File: config.mk
export PLATFORM = sky130hd
export DESIGN_NAME = vga_timing_gen_flat
export DESIGN_NICKNAME = d
export VERILOG_FILES = /design/src/rtl/vga_timing_pkg.sv /design/src/rtl/vga_timing_gen_if.sv /design/src/rtl/vga_axis_counter.sv /design/src/rtl/vga_timing_gen.sv /design/src/flat_wrapper.sv
export SDC_FILE = /design/constraint.sdc
export NUM_CORES = 1
export LEC_CHECK = 0
export ABC_AREA = 1
export BUFFER_PORTS_ARGS = -buffer_cell sky130_fd_sc_hd__buf_4
export CORE_ASPECT_RATIO = 2
export CORE_MARGIN = 2
export CORE_UTILIZATION = 60
export CTS_BUF_LIST = sky130_fd_sc_hd__clkbuf_4 sky130_fd_sc_hd__clkbuf_8
export DETAILED_ROUTE_END_ITERATION = 6
export PLACE_DENSITY = 0.83
export SLEW_MARGIN = 25
export SYNTH_ARGS = -nofsm -noshare
export SYNTH_HDL_FRONTEND = slang
export SYNTH_HIERARCHICAL = 1
export SYNTH_SLANG_ARGS = --single-unit
export TNS_END_PERCENT = 1
File: constraint.sdc
create_clock -name clk -period 4.4 [get_ports clk]
set_input_delay 1.1 -clock clk [delete_from_list [all_inputs] [get_ports clk]]
set_output_delay 1.1 -clock clk [all_outputs]
set_load 0.02 [all_outputs]
File: src/rtl/vga_timing_pkg.sv
// Shared types, default 640x480@60 timing and helpers for the VGA raster timing generator.
package vga_timing_pkg;

  typedef enum logic [1:0] {
    PH_ACT  = 2'd0,
    PH_FP   = 2'd1,
    PH_SYNC = 2'd2,
    PH_BP   = 2'd3
  } phase_e;

  localparam int unsigned POS_W   = 11;
  localparam int unsigned POS_MAX = 2047;

  localparam int unsigned DEF_H_ACTIVE = 640;
  localparam int unsigned DEF_H_FP     = 16;
  localparam int unsigned DEF_H_SYNC   = 96;
  localparam int unsigned DEF_H_BP     = 48;
  localparam int unsigned DEF_V_ACTIVE = 480;
  localparam int unsigned DEF_V_FP     = 10;
  localparam int unsigned DEF_V_SYNC   = 2;
  localparam int unsigned DEF_V_BP     = 33;

  // Total period of one axis (pixels per line or lines per frame).
  function automatic int unsigned axis_total(input int unsigned active, input int unsigned fp,
                                             input int unsigned sync, input int unsigned bp);
    return active + fp + sync + bp;
  endfunction

endpackage

File: src/rtl/vga_timing_gen_if.sv
// Raster timing bus: pixel strobe in, coordinates/flags/sync out.
interface vga_timing_gen_if;
  import vga_timing_pkg::*;

  logic             pix_en;
  logic [POS_W-1:0] pix_x;
  logic [POS_W-1:0] pix_y;
  logic             pix_active;
  logic             pix_vblank;
  logic             vga_hs;
  logic             vga_vs;
  logic             line_start;
  logic             frame_start;

  modport master (
    input  pix_en,
    output pix_x, pix_y, pix_active, pix_vblank, vga_hs, vga_vs, line_start, frame_start
  );

  modport slave (
    output pix_en,
    input  pix_x, pix_y, pix_active, pix_vblank, vga_hs, vga_vs, line_start, frame_start
  );
endinterface

File: src/rtl/vga_axis_counter.sv
// One raster axis: phase FSM with down-counter, position counter and next-pixel decode.
module vga_axis_counter
  import vga_timing_pkg::*;
#(
  parameter int unsigned ACTIVE = DEF_H_ACTIVE,
  parameter int unsigned FP     = DEF_H_FP,
  parameter int unsigned SYNC   = DEF_H_SYNC,
  parameter int unsigned BP     = DEF_H_BP
) (
  input  logic             clk,
  input  logic             rst,
  input  logic             step,
  output logic [POS_W-1:0] pos_nxt_c,
  output logic             active_nxt_c,
  output logic             sync_nxt_c,
  output logic             wrap_c
);

  localparam int unsigned TOTAL = axis_total(ACTIVE, FP, SYNC, BP);

  if (ACTIVE == 0 || FP == 0 || SYNC == 0 || BP == 0) begin : g_zero_phase
    $error("vga_axis_counter: every phase length must be at least 1");
  end
  if (TOTAL > POS_MAX) begin : g_too_long
    $error("vga_axis_counter: axis total exceeds 2047");
  end

  phase_e           phase_q, phase_d;
  logic [POS_W-1:0] cnt_q, cnt_d;
  logic [POS_W-1:0] pos_q, pos_d;

  function automatic logic [POS_W-1:0] phase_len(input phase_e ph);
    case (ph)
      PH_ACT:  return POS_W'(ACTIVE);
      PH_FP:   return POS_W'(FP);
      PH_SYNC: return POS_W'(SYNC);
      default: return POS_W'(BP);
    endcase
  endfunction

  // State register: phase, remaining length of phase, position.
  always_ff @(posedge clk or posedge rst) begin
    if (rst) begin
      phase_q <= PH_ACT;
      cnt_q   <= POS_W'(ACTIVE);
      pos_q   <= '0;
    end else begin
      phase_q <= phase_d;
      cnt_q   <= cnt_d;
      pos_q   <= pos_d;
    end
  end

  // Next state and decode of the pixel that the next enabled edge will present.
  always_comb begin
    phase_d = phase_q;
    cnt_d   = cnt_q;
    pos_d   = pos_q;
    wrap_c  = (phase_q == PH_BP) && (cnt_q == POS_W'(1));
    if (step) begin
      pos_d = wrap_c ? '0 : pos_q + POS_W'(1);
      if (cnt_q == POS_W'(1)) begin
        case (phase_q)
          PH_ACT:  phase_d = PH_FP;
          PH_FP:   phase_d = PH_SYNC;
          PH_SYNC: phase_d = PH_BP;
          default: phase_d = PH_ACT;
        endcase
        cnt_d = phase_len(phase_d);
      end else begin
        cnt_d = cnt_q - POS_W'(1);
      end
    end
    pos_nxt_c    = pos_d;
    active_nxt_c = (phase_d == PH_ACT);
    sync_nxt_c   = (phase_d == PH_SYNC);
  end

endmodule

File: src/rtl/vga_timing_gen.sv
// VGA raster timing generator: priming, axis chaining and registered pixel/sync outputs.
module vga_timing_gen
  import vga_timing_pkg::*;
#(
  parameter int unsigned H_ACTIVE = DEF_H_ACTIVE,
  parameter int unsigned H_FP     = DEF_H_FP,
  parameter int unsigned H_SYNC   = DEF_H_SYNC,
  parameter int unsigned H_BP     = DEF_H_BP,
  parameter int unsigned V_ACTIVE = DEF_V_ACTIVE,
  parameter int unsigned V_FP     = DEF_V_FP,
  parameter int unsigned V_SYNC   = DEF_V_SYNC,
  parameter int unsigned V_BP     = DEF_V_BP,
  parameter bit          HS_POL   = 1'b0,
  parameter bit          VS_POL   = 1'b0
) (
  input logic             clk,
  input logic             rst,
  vga_timing_gen_if.master bus
);

  logic             primed_q;
  logic             h_step_c, v_step_c;
  logic [POS_W-1:0] h_pos_nxt_c, v_pos_nxt_c;
  logic             h_act_nxt_c, v_act_nxt_c;
  logic             h_sync_nxt_c, v_sync_nxt_c;
  logic             h_wrap_c, v_wrap_c;

  // The priming edge presents (0,0) without moving either axis.
  assign h_step_c = bus.pix_en && primed_q;
  assign v_step_c = h_step_c && h_wrap_c;

  vga_axis_counter #(
    .ACTIVE(H_ACTIVE), .FP(H_FP), .SYNC(H_SYNC), .BP(H_BP)
  ) u_h (
    .clk          (clk),
    .rst          (rst),
    .step         (h_step_c),
    .pos_nxt_c    (h_pos_nxt_c),
    .active_nxt_c (h_act_nxt_c),
    .sync_nxt_c   (h_sync_nxt_c),
    .wrap_c       (h_wrap_c)
  );

  vga_axis_counter #(
    .ACTIVE(V_ACTIVE), .FP(V_FP), .SYNC(V_SYNC), .BP(V_BP)
  ) u_v (
    .clk          (clk),
    .rst          (rst),
    .step         (v_step_c),
    .pos_nxt_c    (v_pos_nxt_c),
    .active_nxt_c (v_act_nxt_c),
    .sync_nxt_c   (v_sync_nxt_c),
    .wrap_c       (v_wrap_c)
  );

  // All outputs load together from the decode of the pixel being presented.
  always_ff @(posedge clk or posedge rst) begin
    if (rst) begin
      primed_q        <= 1'b0;
      bus.pix_x       <= '0;
      bus.pix_y       <= '0;
      bus.pix_active  <= 1'b0;
      bus.pix_vblank  <= 1'b0;
      bus.vga_hs      <= !HS_POL;
      bus.vga_vs      <= !VS_POL;
      bus.line_start  <= 1'b0;
      bus.frame_start <= 1'b0;
    end else if (bus.pix_en) begin
      primed_q        <= 1'b1;
      bus.pix_x       <= h_pos_nxt_c;
      bus.pix_y       <= v_pos_nxt_c;
      bus.pix_active  <= h_act_nxt_c && v_act_nxt_c;
      bus.pix_vblank  <= !v_act_nxt_c;
      bus.vga_hs      <= h_sync_nxt_c ? HS_POL : !HS_POL;
      bus.vga_vs      <= v_sync_nxt_c ? VS_POL : !VS_POL;
      bus.line_start  <= !primed_q || h_wrap_c;
      bus.frame_start <= !primed_q || (h_wrap_c && v_wrap_c);
    end
  end

endmodule

File: src/flat_wrapper.sv
// flat-port wrapper written by rule: the top's interface ports become plain ports
module vga_timing_gen_flat import vga_timing_pkg::*;
#(
  parameter int unsigned H_ACTIVE = DEF_H_ACTIVE,
  parameter int unsigned H_FP     = DEF_H_FP,
  parameter int unsigned H_SYNC   = DEF_H_SYNC,
  parameter int unsigned H_BP     = DEF_H_BP,
  parameter int unsigned V_ACTIVE = DEF_V_ACTIVE,
  parameter int unsigned V_FP     = DEF_V_FP,
  parameter int unsigned V_SYNC   = DEF_V_SYNC,
  parameter int unsigned V_BP     = DEF_V_BP,
  parameter bit          HS_POL   = 1'b0,
  parameter bit          VS_POL   = 1'b0
)
  (clk, rst, bus_pix_en, bus_pix_x, bus_pix_y, bus_pix_active, bus_pix_vblank, bus_vga_hs, bus_vga_vs, bus_line_start, bus_frame_start);
  vga_timing_gen_if bus_i ();
  input logic clk;
  input logic rst;
  input wire logic [$bits(bus_i.pix_en)-1:0] bus_pix_en;
  output wire logic [$bits(bus_i.pix_x)-1:0] bus_pix_x;
  output wire logic [$bits(bus_i.pix_y)-1:0] bus_pix_y;
  output wire logic [$bits(bus_i.pix_active)-1:0] bus_pix_active;
  output wire logic [$bits(bus_i.pix_vblank)-1:0] bus_pix_vblank;
  output wire logic [$bits(bus_i.vga_hs)-1:0] bus_vga_hs;
  output wire logic [$bits(bus_i.vga_vs)-1:0] bus_vga_vs;
  output wire logic [$bits(bus_i.line_start)-1:0] bus_line_start;
  output wire logic [$bits(bus_i.frame_start)-1:0] bus_frame_start;
  assign bus_i.pix_en = bus_pix_en;
  assign bus_pix_x = bus_i.pix_x;
  assign bus_pix_y = bus_i.pix_y;
  assign bus_pix_active = bus_i.pix_active;
  assign bus_pix_vblank = bus_i.pix_vblank;
  assign bus_vga_hs = bus_i.vga_hs;
  assign bus_vga_vs = bus_i.vga_vs;
  assign bus_line_start = bus_i.line_start;
  assign bus_frame_start = bus_i.frame_start;
  vga_timing_gen #(.H_ACTIVE(H_ACTIVE), .H_FP(H_FP), .H_SYNC(H_SYNC), .H_BP(H_BP), .V_ACTIVE(V_ACTIVE), .V_FP(V_FP), .V_SYNC(V_SYNC), .V_BP(V_BP), .HS_POL(HS_POL), .VS_POL(VS_POL)) u_core (.clk(clk), .rst(rst), .bus(bus_i));
endmodule
==> results_dict.tcl <==
set metrics [dict create \
    detail_route.wirelength_um 9320 \
    wire_length_of_the_first_global_routing_pass_um 15500 \
    port_buffers 30 \
    synthesis.instances 536 \
    chip_height_um 123 \
    required_time_reported_for_the_critical_path_endpoint_ps 4720 \
    numClockSinks 77 \
    yosys.cell_types.count 37 \
    numCtsBuffers 9 \
    nNetsFinal 584 \
    end_kind "flop" \
    postSynth.asyncResetShare_pct 100 \
    slew_headroom_pct 39.8 \
    placement_rows 43 \
    power.clock.fraction_pct 24.1 \
    fin_cells 663 \
    worstSkewPairLatency_ps 370 \
    rsz0062_at_grt "no" \
    synthesis.area_um2 4240 \
    finalHoldViolations 0 \
    dpl.hpwl_um 6970 \
    leakage_component_of_the_power_uw 0.00257 \
    worst_setup_path_start_kind "flop" \
    yosys_top_cell_area_share_pct 40.8 \
    dr.first_iter.drc_count 181 \
    final_core_utilization_pct 67.8 \
    synth-seq-area-share_pct 45.7 \
    synth_seq_cells 77 \
    fillCellCount 600 \
    viasPerCell 5.22 \
    max_freq_mhz 347 \
    tightest_slew_ps 897 \
    comb_power_share_pct 28.7 \
    setup-tns-final_ps 0 \
    synth_edf_count 0 \
    floorplan.core_area_um2 6890 \
    fp.dieArea_um2 7790 \
    cell_internal_pwr_uw 1250 \
    grt_pass1_vias 3455 \
    grt_max_degree 31 \
    routabilityCongestion 0.945 \
    powerDensity_nw_per_um2 429 \
    finalWorstPathRequiredPeriod_ps 2880 \
    min-delay-path-class "flop to flop" \
    setup_viol 0 \
    vdd_ir_drop_max_mv 0.348 \
    power.share.sequential_pct 47.2 \
    cts_max_level 3 \
    cts_tree "done" \
    grt_antenna_before_repair 0 \
    root_buffer "sky130_fd_sc_hd__clkbuf_8" \
    antennaDiodeCount 0 \
    cp.arrival_ps 3200 \
    drcViolationCount 0 \
    io-pin-count 31 \
    timing.clock.skew_ps 9.94 \
    status "complete, no violations" \
    cap_violations 0 \
    postCtsHoldBufs 0 \
    whs_ps 477 \
    synthFlopType "sky130_fd_sc_hd__dfrtp_1" \
    wl_per_cell_um 14.1 \
    fp.dieW_um 63.4 \
    post_synthesis_net_count 552 \
    yosysWarnings 6 \
    cp_max_fo 18 \
    via_count_of_the_routed_design 3459 \
    grt_overflow_total 0 \
    switching_power_uw 752 \
    post_synth_main_area_contributors "sky130_fd_sc_hd__dfrtp_1 41%, sky130_fd_sc_hd__nand2_1 16%, sky130_fd_sc_hd__inv_1 5.7%" \
    yosysTopAreaCell "sky130_fd_sc_hd__dfrtp_1" \
    post_synth.cell_area_avg_um2 7.90 \
    relative_area_change_from_synthesis_to_final_layout_pct 10.2 \
    period_share_pct 65.5 \
    post-place-cells 647 \
    layout-drive-gt1-share_pct 16.9 \
    power.switching_fraction_pct 37.6 \
    grt_util_all_layers_pct 26.3 \
    antenna_violating_nets_post_route 0 \
    postCtsSetupRepairBufs 0 \
    initial_utilization_pct 61.5 \
    maxSlewViolCount 0 \
    clk_path_buf_depth 2 \
    setup.worst_path.class "flop to flop" \
    detail_route.first_pass.iterations 4 \
    cts.reportedPaths.clkPinSlew_ps 90 \
    cts.repair.resized 0 \
]
-- cell usage in the layout, fill, tap and decap left out, types with 2 or more instances in the layout --
| cell | n |
|---|---|
| sky130_fd_sc_hd__inv_2 | 5 |
| sky130_fd_sc_hd__nand3_1 | 39 |
| sky130_fd_sc_hd__nor2_1 | 59 |
| sky130_fd_sc_hd__buf_4 | 31 |
| sky130_fd_sc_hd__nor2_8 | 2 |
| sky130_fd_sc_hd__nor3_2 | 2 |
| sky130_fd_sc_hd__nor2_2 | 3 |
| sky130_fd_sc_hd__clkinv_2 | 3 |
| sky130_fd_sc_hd__clkinv_1 | 2 |
| sky130_fd_sc_hd__dfrtp_1 | 69 |
| sky130_fd_sc_hd__nor2_4 | 7 |
| sky130_fd_sc_hd__nand2_1 | 180 |
| sky130_fd_sc_hd__ha_1 | 13 |
| sky130_fd_sc_hd__inv_6 | 3 |
| sky130_fd_sc_hd__nand2_2 | 10 |
| sky130_fd_sc_hd__xnor2_1 | 5 |
| sky130_fd_sc_hd__nand2_4 | 4 |
| sky130_fd_sc_hd__clkbuf_8 | 9 |
| sky130_fd_sc_hd__nand4_1 | 10 |
| sky130_fd_sc_hd__inv_1 | 61 |
| sky130_fd_sc_hd__xor2_1 | 12 |
| sky130_fd_sc_hd__o21bai_1 | 2 |
| sky130_fd_sc_hd__a21oi_1 | 4 |
| sky130_fd_sc_hd__dfstp_2 | 8 |
| sky130_fd_sc_hd__or2_2 | 3 |
| sky130_fd_sc_hd__o21ai_0 | 9 |
| sky130_fd_sc_hd__o21ai_2 | 3 |
| sky130_fd_sc_hd__nor3_1 | 4 |
-- per-stage QoR --
stage                     power, uW  area [um^2]  worst slack, ps
after floorplan                1360         4240             2060
after global placement         1510         4490             1410
after detailed placement       1530         4490             1350
after CTS                      2020         4670             1520
after global routing           2130         4670             1230
final                          2000         4670             1520
-- state kept, by name, summed over array words and instances (netlist names), 2 cells and up --
name and count:
u_core/u_h/pos_q 11, u_core/u_v/phase_q 2, u_core/bus.pix_x 11, u_core/bus.pix_y 11, u_core/u_v/cnt_q 11, u_core/u_v/pos_q 11, u_core/u_h/phase_q 2, u_core/u_h/cnt_q 11
-- cells in the mapped netlist, types with 5 or more instances --
master and number:
sky130_fd_sc_hd__nand2_1 180, sky130_fd_sc_hd__dfrtp_1 69, sky130_fd_sc_hd__inv_1 64, sky130_fd_sc_hd__nor2_1 59, sky130_fd_sc_hd__nand3_1 39, sky130_fd_sc_hd__ha_1 13
sky130_fd_sc_hd__xor2_1 12, sky130_fd_sc_hd__nand2_2 10, sky130_fd_sc_hd__nand4_1 10, sky130_fd_sc_hd__o21ai_0 9, sky130_fd_sc_hd__dfstp_2 8, sky130_fd_sc_hd__nor2_4 7
sky130_fd_sc_hd__buf_6 5, sky130_fd_sc_hd__xnor2_1 5
-- path summary, 6_finish.rpt --
kind	from	endpoint	slack [ps]	cells after the start
min reg2reg	u_core/bus.vga_vs	u_core/bus.vga_vs	480	2
min	u_core/bus.vga_vs	u_core/bus.vga_vs	480	2
max	u_core/u_h/cnt_q[1]	u_core/bus.pix_y[7]	1520	16
max in group asynchronous	rst	u_core/bus.pix_x[6]	3140	2
min in group asynchronous	rst	u_core/u_v/phase_q[0]	830	2
max reg2reg	u_core/u_h/cnt_q[1]	u_core/bus.pix_y[7]	1520	16
-- kinds of logic after synthesis --
family	after synthesis	synth area share [%]
flops	77	45.7
compound gates	23	3.37
buf+inv	79	8.30
simple gates	326	35.0
mux	1	0.236
fa+ha+maj	13	3.84
xor+xnor	17	3.52
-- power by group through the flow --
stage	sequential [uW]	combinational [uW]	clock, uW
floorplan	976	382	0
global placement	948	557	0
detailed placement	952	573	0
CTS	941	576	498
global route	957	641	527
finish	945	574	482
-- worst max-delay path, stage by stage, from the launching register on --
cell and delay [ps]:
sky130_fd_sc_hd__dfrtp_1 400, sky130_fd_sc_hd__inv_1 110, sky130_fd_sc_hd__ha_1 200, sky130_fd_sc_hd__inv_1 50
sky130_fd_sc_hd__nor2_1 110, sky130_fd_sc_hd__nand3_1 170, sky130_fd_sc_hd__nor3_1 350, sky130_fd_sc_hd__inv_1 90
sky130_fd_sc_hd__nor2_1 120, sky130_fd_sc_hd__buf_4 250, sky130_fd_sc_hd__inv_2 170, sky130_fd_sc_hd__nor3_2 320
sky130_fd_sc_hd__a21o_1 160, sky130_fd_sc_hd__nand2_1 50, sky130_fd_sc_hd__nor2_1 120, sky130_fd_sc_hd__nand2_1 70
sky130_fd_sc_hd__nand2_1 80
-- routing by layer --
layer  track usage, %  share of wire (%)
met4             15.2                3.6
met3             5.32                3.6
met1             25.9                 35
met2             49.6                 58
met5                0                  0
-- layout make-up --
class | instances | area [um^2] | share of cell area, %
Timing Repair Buffer | 31 | 233 | 4.99
Tap cell | 90 | 113 | 2.41
Multi-Input combinational cell | 380 | 1950 | 41.7
Sequential cell | 77 | 1940 | 41.5
Inverter | 69 | 264 | 5.66
Clock inverter | 7 | 48.8 | 1.05
Clock buffer | 9 | 124 | 2.65
Power figures use the tool's default switching activity.
